File: config.mk
export PLATFORM = sky130hd
export DESIGN_NAME = mem_req_arbiter
export DESIGN_NICKNAME = d
export VERILOG_FILES = /design/src/rtl/mem_req_arbiter_pkg.sv /design/src/rtl/mem_req_arbiter_tag_fifo.sv /design/src/rtl/mem_req_arbiter.sv
export SDC_FILE = /design/constraint.sdc
export NUM_CORES = 1
export LEC_CHECK = 0
export CAP_MARGIN = 40
export CORE_AREA = 2 2 126 128
export DETAILED_ROUTE_END_ITERATION = 7
export DIE_AREA = 0 0 128 130
export DONT_BUFFER_PORTS = 1
export HOLD_SLACK_MARGIN = 0.03
export SLEW_MARGIN = 20
export SYNTH_ARGS = -nofsm -noshare
export SYNTH_HDL_FRONTEND = slang
export SYNTH_HIERARCHICAL = 1
export SYNTH_SLANG_ARGS = --single-unit
File: constraint.sdc
create_clock -name clk -period 1.8 [get_ports clk]
set_clock_uncertainty 0.1 [all_clocks]
set_input_delay 0.18 -clock clk [delete_from_list [all_inputs] [get_ports clk]]
set_output_delay 0.18 -clock clk [all_outputs]
set_load 0.03 [all_outputs]
File: src/rtl/mem_req_arbiter_pkg.sv
`default_nettype none
// ============================================================================
// Module      : mem_req_arbiter_pkg
// Description : Shared state encoding, response tags and depth default for
//               the fetch/load-store memory request arbiter.
// Revision    : 1.0 - initial release
// ============================================================================
package mem_req_arbiter_pkg;

   typedef enum logic [1:0] {
      IDLE     = 2'd0,
      GNT_INST = 2'd1,
      GNT_DATA = 2'd2
   } arb_state_e;

   localparam logic TAG_INST = 1'b0;
   localparam logic TAG_DATA = 1'b1;

   localparam int unsigned FIFO_DEPTH_DEFAULT = 2;

endpackage
`default_nettype wire

File: src/rtl/mem_req_arbiter_tag_fifo.sv
`default_nettype none
// ============================================================================
// Module      : tag_fifo
// Description : 1-bit ordering FIFO recording which requester owns each
//               outstanding memory transaction.
// Revision    : 1.0 - initial release
// ============================================================================
module tag_fifo
   import mem_req_arbiter_pkg::*;
#(
   parameter int unsigned DEPTH = FIFO_DEPTH_DEFAULT
) (
   input  logic clk,
   input  logic resetn,
   input  logic push,
   input  logic push_tag,
   input  logic pop,
   output logic full,
   output logic empty,
   output logic head
);

   localparam int unsigned            c_PTR_W     = $clog2(DEPTH);
   localparam logic [c_PTR_W:0]       c_DEPTH_CNT = (c_PTR_W + 1)'(DEPTH);

   logic                r_mem [DEPTH];
   logic [c_PTR_W-1:0]  r_wr_ptr;
   logic [c_PTR_W-1:0]  r_rd_ptr;
   logic [c_PTR_W:0]    r_count;
   logic                w_push;
   logic                w_pop;

   // A push into a full FIFO is only honoured when a pop frees a slot.
   assign w_pop  = pop && !empty;
   assign w_push = push && (!full || w_pop);

   always_ff @(posedge clk) begin
      if (!resetn) begin
         r_wr_ptr <= '0;
         r_rd_ptr <= '0;
         r_count  <= '0;
      end else begin
         if (w_push) r_wr_ptr <= r_wr_ptr + 1'b1;
         if (w_pop)  r_rd_ptr <= r_rd_ptr + 1'b1;
         case ({w_push, w_pop})
            2'b10:   r_count <= r_count + 1'b1;
            2'b01:   r_count <= r_count - 1'b1;
            default: r_count <= r_count;
         endcase
      end
   end

   always_ff @(posedge clk) begin
      if (w_push) r_mem[r_wr_ptr] <= push_tag;
   end

   assign full  = (r_count == c_DEPTH_CNT);
   assign empty = (r_count == '0);
   assign head  = r_mem[r_rd_ptr];

endmodule
`default_nettype wire

File: src/rtl/mem_req_arbiter.sv
`default_nettype none
// ============================================================================
// Module      : mem_req_arbiter
// Description : Arbitrates fetch and load/store SRAM-like requests onto one
//               memory port and routes in-order responses back by tag.
// Revision    : 1.0 - initial release
// ============================================================================
module mem_req_arbiter
   import mem_req_arbiter_pkg::*;
#(
   parameter int unsigned FIFO_DEPTH = FIFO_DEPTH_DEFAULT
) (
   input  logic        clk,
   input  logic        resetn,
   // fetch side
   input  logic        inst_req,
   input  logic        inst_wr,
   input  logic [1:0]  inst_size,
   input  logic [3:0]  inst_wstrb,
   input  logic [31:0] inst_addr,
   input  logic [31:0] inst_wdata,
   output logic        inst_addr_ok,
   output logic        inst_data_ok,
   output logic [31:0] inst_rdata,
   // load/store side
   input  logic        data_req,
   input  logic        data_wr,
   input  logic [1:0]  data_size,
   input  logic [3:0]  data_wstrb,
   input  logic [31:0] data_addr,
   input  logic [31:0] data_wdata,
   output logic        data_addr_ok,
   output logic        data_data_ok,
   output logic [31:0] data_rdata,
   // shared memory port
   output logic        req,
   output logic        wr,
   output logic [1:0]  size,
   output logic [3:0]  wstrb,
   output logic [31:0] addr,
   output logic [31:0] wdata,
   input  logic        addr_ok,
   input  logic        data_ok,
   input  logic [31:0] rdata
);

   arb_state_e r_state;
   arb_state_e w_state_nxt;
   logic       r_last_grant;
   logic       w_accept;
   logic       w_push_tag;
   logic       w_fifo_full;
   logic       w_fifo_empty;
   logic       w_fifo_head;
   logic       w_rsp;

   always_ff @(posedge clk) begin
      if (!resetn) begin
         r_state      <= IDLE;
         r_last_grant <= TAG_INST;
      end else begin
         r_state <= w_state_nxt;
         if (w_accept) r_last_grant <= w_push_tag;
      end
   end

   always_comb begin
      w_state_nxt  = r_state;
      req          = 1'b0;
      wr           = 1'b0;
      size         = 2'd0;
      wstrb        = 4'd0;
      addr         = 32'd0;
      wdata        = 32'd0;
      inst_addr_ok = 1'b0;
      data_addr_ok = 1'b0;
      w_accept     = 1'b0;
      w_push_tag   = TAG_INST;
      case (r_state)
         IDLE: begin
            // On conflict the side that lost last time wins.
            if (!w_fifo_full) begin
               if (inst_req && data_req)
                  w_state_nxt = (r_last_grant == TAG_INST) ? GNT_DATA : GNT_INST;
               else if (inst_req)
                  w_state_nxt = GNT_INST;
               else if (data_req)
                  w_state_nxt = GNT_DATA;
            end
         end
         GNT_INST: begin
            req          = 1'b1;
            wr           = inst_wr;
            size         = inst_size;
            wstrb        = inst_wstrb;
            addr         = inst_addr;
            wdata        = inst_wdata;
            inst_addr_ok = addr_ok;
            w_accept     = addr_ok;
            w_push_tag   = TAG_INST;
            if (addr_ok) w_state_nxt = IDLE;
         end
         GNT_DATA: begin
            req          = 1'b1;
            wr           = data_wr;
            size         = data_size;
            wstrb        = data_wstrb;
            addr         = data_addr;
            wdata        = data_wdata;
            data_addr_ok = addr_ok;
            w_accept     = addr_ok;
            w_push_tag   = TAG_DATA;
            if (addr_ok) w_state_nxt = IDLE;
         end
         default: w_state_nxt = IDLE;
      endcase
   end

   tag_fifo #(
      .DEPTH (FIFO_DEPTH)
   ) u_tag_fifo (
      .clk      (clk),
      .resetn   (resetn),
      .push     (w_accept),
      .push_tag (w_push_tag),
      .pop      (data_ok),
      .full     (w_fifo_full),
      .empty    (w_fifo_empty),
      .head     (w_fifo_head)
   );

   // A response with nothing outstanding is dropped silently.
   assign w_rsp        = data_ok && !w_fifo_empty;
   assign inst_data_ok = w_rsp && (w_fifo_head == TAG_INST);
   assign data_data_ok = w_rsp && (w_fifo_head == TAG_DATA);
   assign inst_rdata   = rdata;
   assign data_rdata   = rdata;

endmodule
`default_nettype wire

After elaboration in Yosys (flattened, before gate mapping)
Memory sizes are Yosys's and may differ from the RTL's. A register that Yosys moved wholly into a read port is not among the register bits.
Cells that the tools add are included.
{"block": "word_totals", "out_inout_bits": 140, "n_memories": 1, "word_cells": 54, "reg_bits": 7, "mem_bits_rw": 2, "input_bits": 180}
{"name": "u_tag_fifo.r_mem", "words": 2, "width": 1, "read_ports": 1, "rd_clocked_by_memory_dff": 1, "wr": 1, "line": "mem_req_arbiter_tag_fifo.sv:26", "rtl": "logic r_mem [DEPTH];"}
{"block": "classes", "muxes": 22, "bitwise": 1, "n_addsub": 4, "n_reduce_logical": 13, "n_eq_ne": 8}
{"cell": "one-hot mux 32 bit (2 select lines)", "n": 2}
{"cell": "2-to-1 mux 2 bit", "n": 6}
{"cell": "one-hot mux 2 bit (2 select lines)", "n": 3}
{"cell": "2-to-1 mux 1 bit", "n": 9}
{"cell": "one-hot mux 4 bit (2 select lines)", "n": 1}
{"cell": "equality test 2 bit, second input constant", "n": 3}
{"cell": "logical AND 1 bit", "n": 5}
{"cell": "equality test 2 x 1 -> 1 bit, second input constant", "n": 2}
{"cell": "logical NOT 2 bit", "n": 2}
{"cell": "!= test 4 bit, second input constant", "n": 1}
{"cell": "AND reduction 3 bit", "n": 1}
{"cell": "adder 1 bit, second input constant", "n": 2}
{"cell": "adder 2 x 1 -> 2 bit, second input constant", "n": 1}
{"cell": "logical NOT 1 bit", "n": 2}
{"cell": "!= test 2 x 1 -> 1 bit, second input constant", "n": 1}
{"cell": "!= test 2 bit, second input constant", "n": 1}
{"cell": "one-hot mux 1 bit (2 select lines)", "n": 1}
{"cell": "nonzero test 2 bit", "n": 1}
{"cell": "OR reduction 2 bit", "n": 1}
{"cell": "subtractor 2 x 1 -> 2 bit, second input constant", "n": 1}
{"cell": "logical OR 1 bit", "n": 1}
{"cell": "NOT 1 bit", "n": 1}

Longest topological paths before layout
{"block": "logic_depth", "ltp_word": 7, "ltp_mapped": 9, "ltp_nobuf": 8}

Modules after synthesis
Netlist, hierarchy kept.
{"module": "mem_req_arbiter", "seq_area_each_um2": 60.1, "area_per_inst_um2": 1830.5, "n_inst": 1, "cells_each": 259}
{"module": "tag_fifo", "seq_area_each_um2": 160.2, "area_per_inst_um2": 306.5, "n_inst": 1, "cells_each": 29}

Worst setup path after synthesis
OpenSTA, ideal clock, no wires.
{"block": "synth_path", "path_type": "register to register", "from": "register r_state[1]", "to": "register u_tag_fifo.r_count[1]", "path_slack_ns": -0.438, "path_stages_with_launch": 9, "required_time_ns": 1.630, "t_arrival_ns": 2.068, "period_less_slack_ns": 2.238, "path_cell_list": "dfxtp_1 > inv_1 > ha_1 > buf_6 > and2_1 > o21ai_2 > ha_1 > or3_1 > a21boi_1"}
{"block": "synth_between", "elab_chain_cells": 6}
{"item": "start: declaration", "line": "mem_req_arbiter.sv:47", "rtl": "arb_state_e r_state;"}
{"item": "start signal: assignment", "line": "mem_req_arbiter.sv:62", "rtl": "r_state <= w_state_nxt;"}
{"item": "equality test 2 bit or equality test 2 x 1 -> 1 bit (tied branches)", "line": "mem_req_arbiter.sv:79", "rtl": "case (r_state)"}
{"item": "OR reduction 2 bit (no line) *"}
{"item": "2-to-1 mux 1 bit *", "line": "mem_req_arbiter.sv:79"}
{"item": "net w_accept", "line": "mem_req_arbiter.sv:50", "rtl": "logic w_accept;"}
{"item": "logical AND 1 bit *", "line": "mem_req_arbiter_tag_fifo.sv:35", "rtl": "assign w_push = push && (!full || w_pop);"}
{"item": "equality test 2 x 1 -> 1 bit or equality test 2 bit (tied branches)", "line": "mem_req_arbiter_tag_fifo.sv:45", "rtl": "case ({w_push, w_pop})"}
{"item": "one-hot mux 2 bit (2 select lines) or nonzero test 2 bit (tied branches)"}
{"item": "end signal: assignment", "line": "mem_req_arbiter_tag_fifo.sv:46", "rtl": "2'b10: r_count <= r_count + 1'b1;"}
{"item": "end signal: assignment", "line": "mem_req_arbiter_tag_fifo.sv:47", "rtl": "2'b01: r_count <= r_count - 1'b1;"}
{"item": "end signal: assignment", "line": "mem_req_arbiter_tag_fifo.sv:48", "rtl": "default: r_count <= r_count;"}
{"item": "end: declaration", "line": "mem_req_arbiter_tag_fifo.sv:29", "rtl": "logic [c_PTR_W:0] r_count;"}
The timed path passes the listed nets; every way through them passes the cells marked *.
A chain may end at the register's enable or synchronous reset.

Worst setup path after layout
{"block": "layout_path", "from": "register r_state[0]", "to": "register u_tag_fifo.r_count[1]"}
The elaborated chain is that of the path after synthesis.

==> summary.txt <==
FLOW RUN
----------------------------------------------------------------------------------------
Reported max-cap violation count                                                       0

SETUP PATH
----------------------------------------------------------------------------------------
CP endpoint kind                                                                register
Critical Path Fanout Max                                                               4
Worst endpoint data arrival time                                                 1940 ps
CP Class                                                                    register to register
Worst endpoint required time                                                     1870 ps
Nature of the critical path startpoint                                          register

PLACED DESIGN
----------------------------------------------------------------------------------------
Post-Place Worst Slack                                                           30.0 ps
Number of buffers added on ports                                                       0
Detailed Place HPWL                                                              6.60 mm
Placed Instances                                                                     473
Final estimated routing congestion in global placement                             0.771

FLOORPLAN
----------------------------------------------------------------------------------------
Initial standard-cell utilization of the core                                      0.139
Floorplan core area                                                         0.0154 sq mm
Horizontal die dimension                                                     128 microns
Total Die Area                                                              0.0166 sq mm
Placement Rows                                                                        46
I/O pin count                                                                        320
Die Height                                                                   130 microns

DETAILED ROUTING
----------------------------------------------------------------------------------------
TritonRoute pass-1 iters                                                               4
Routed wirelength normalized by instance count                              21.1 microns
DRT antenna net count                                                                  0
Average vias per placed instance                                                    4.53
WL final                                                                         10.4 mm
Number of vias after detailed routing                                               2239
Initial detailed-routing violation count                                              77
Post-route DRC                                                                         0

CLOCK NETWORK
----------------------------------------------------------------------------------------
Largest buffer count on any clock path                                                 2
H-tree levels                                                                          1
Clk Tree Root Cell                                                             clkbuf_16
TritonCTS clock tree                                                               built
Clk pin slew, worst setup/hold paths                                               40 ps
Worst-Skew Late Latency                                                           240 ps
Clock sink count                                                                      10
TritonCTS Buffers                                                                      3

CELLS AND AREA
----------------------------------------------------------------------------------------
Share of final-layout standard cells stronger than drive strength 1                0.639
Inserted Diodes                                                                        0
Register area                                                                  228 sq um
Fill cell instance count of the final layout                                        1664
Total number of nets in the final design                                             488
Combined area of the multi-input logic cells                                0.00183 sq mm
Number of cells in the finished layout apart from fillers                            494
Layout Area Growth over Synthesis                                                  64.9%

POWER
----------------------------------------------------------------------------------------
Leakage power                                                                    1.15 nW
Maximum ir drop on the vdd rail                                               0.000373 V
Total power per unit cell area                                               960 mW/mm^2

LOGIC SYNTHESIS
----------------------------------------------------------------------------------------
Simple-gate share of the synthesized area                                          0.269
Register bit count reported by yosys                                                  10
Post-synth net total                                                                 473
Count of cell types in the netlist                                                    29
Area fraction of the dominant cell type after synthesis                            0.249
Fraction of the yosys area taken by sequential cells                               0.103
Cell type with the largest total area after synthesis                            a22oi_1
Post-synthesis adder-cell area fraction                                           0.0293
Count of mapped cells out of synthesis                                               288
Share of the synthesized area in compound gates (AO/OA/AOI/OAI)                    0.278
Mux share of post-synthesis cell area                                             0.0146
Synthesized-area fraction occupied by xor and xnor cells                          0.0123
Synthesized area divided by synthesized cell count                            7.42 sq um
Total of warnings raised by yosys                                                      6
Dominant cells by area after synthesis                                      a22oi_1 (25%), buf_4 (22%), nor2b_1 (22%)
Main combinational cell family by area after synthesis                      buffers and inverters
Synthesized cell area                                                       0.00214 sq mm

GLOBAL ROUTING
----------------------------------------------------------------------------------------
Global route total overflow                                                            0
Largest net degree at the start of global routing                                     55
Initial antenna violation count                                                        1
First-pass GRT wire length                                                       10.8 mm
GRT Resource Usage Total                                                          0.0876
Via count of the first global-routing pass                                          1897

STATUS
----------------------------------------------------------------------------------------
Outcome                                                                     finished, violations left
Failing checks                                                              setup timing

TIMING
----------------------------------------------------------------------------------------
Slew at the pin closest to its max-slew limit                                     348 ps
Setup repair after global routing missed its margin                                  yes
Upper clock frequency limit                                                      534 MHz
Portion of the clock cycle consumed by the worst path in the final layout           1.04
Headroom to the max-slew limit                                                     0.767
Final Hold Vio Count                                                                   0
Tmin final                                                                       1870 ps
Slack of the critical path                                                      -72.3 ps
Number of pins exceeding their max-slew limit in the final report                      0
Final setup viols                                                                     55

HOLD PATH
----------------------------------------------------------------------------------------
Hold Path Class                                                             primary input to register

## stage by stage
step	cell area [sq um]	utilization	hold WS (ps)	TNS [ps]	total power [mW]
after floorplan	2170	-	202	-91.6	1.83
after global placement	2470	0.160	204	0	1.98
after detailed placement	2470	0.160	207	0	2.01
after CTS	2750	0.178	77.5	-2550	2.64
after global routing	3520	0.228	95.5	-5390	3.57
final	3520	0.228	77.5	-1590	3.38
## flip-flops by register name (all words and copies together) (netlist names), named ones only
signal               count
u_tag_fifo/r_rd_ptr      1
u_tag_fifo/r_mem         2
u_tag_fifo/r_count       2
r_state                  2
u_tag_fifo/r_wr_ptr      1
r_last_grant             1
## cell families after synthesis
| group | count (synthesis) |
|---|---|
| buffers and inverters | 94 |
| AND/OR/NAND/NOR | 93 |
| AO/OA/AOI/OAI | 80 |
| flip-flops | 10 |
| adder cells (fa/ha/maj) | 5 |
| XOR/XNOR | 3 |
| multiplexers | 3 |
## cells in the mapped netlist (all sizes together)
| cell | n |
|---|---|
| nand2b | 2 |
| xnor2 | 3 |
| mux2 | 1 |
| nor2 | 3 |
| o21ai | 3 |
| clkbuf | 1 |
| dfxtp | 8 |
| nand2 | 4 |
| nor2b | 75 |
| or3b | 1 |
| nand3b | 1 |
| and2 | 4 |
| mux2i | 2 |
| a21boi | 2 |
| o21bai | 1 |
| edfxtp | 2 |
| or3 | 1 |
| nor3b | 1 |
| and3b | 1 |
| inv | 6 |
| o21a | 1 |
| o22ai | 2 |
| ha | 5 |
| a22oi | 71 |
| buf | 87 |
## final timing paths
check	startpoint	end	slack [ps]	cells past startpoint
worst max-delay path	r_state[0]	u_tag_fifo/r_count[1]	-70	8
worst min register to register	u_tag_fifo/r_wr_ptr	u_tag_fifo/r_wr_ptr	390	2
worst min-delay path	data_ok	u_tag_fifo/r_wr_ptr	80	2
worst max register to register	r_state[0]	u_tag_fifo/r_count[1]	-70	8
## report_power, final
group / switching [mW] / internal (mW) / leakage (nW)
clock: 0.108 / 0.297 / 0.0382
combinational: 1.31 / 1.33 / 1.03
sequential: 0.0478 / 0.286 / 0.0852
## final cells by class
| type | instances | area share |
|---|---|---|
| clock buffer | 4 | 0.0224 |
| inverter | 6 | 0.00781 |
| multi-input combinational | 184 | 0.518 |
| sequential | 10 | 0.0646 |
| tap | 192 | 0.0682 |
| timing repair buffer | 98 | 0.319 |
## worst max-delay path: stages, from the launching register on
cell and delay (ps):
dfxtp_4 380, inv_6 50, ha_4 300, and2_4 170, o21ai_4 70, ha_4 160
xnor2_1 120, or3_1 320, a21boi_1 130
## cell usage in the layout (no fill, tap or decap), types with 2 or more instances in the layout
cell type	instances
buf_12	9
inv_1	4
buf_6	47
xnor2_1	3
and2_1	3
dfxtp_1	6
ha_4	4
dlygate4sd3_1	2
buf_8	3
buf_4	33
dfxtp_4	2
a21boi_1	2
o22ai_1	2
o21ai_0	2
a22oi_2	39
mux2i_1	2
nand2_1	4
nor2b_1	32
nor2_1	3
edfxtp_1	2
nor2b_4	35
a22oi_1	32
nor2b_2	8
clkbuf_16	7
## timing repair
action / CTS / global route
buffers inserted: 1 / 7
gates cloned: 2 / 7
gates resized for setup: 26 / 139
endpoints found under the setup margin: 60 / 73
hold endpoints to repair: 8 / 0
pin swaps: 2 / 3
hold buffers: 2 / 0
## routing by layer
metal | part of all wire | track usage
met1 | 0.38 | 0.108
met2 | 0.50 | 0.143
met3 | 0.090 | 0.0213
met4 | 0.034 | 0.0433
met5 | 0 | 0
Power figures use the tool's default switching activity.
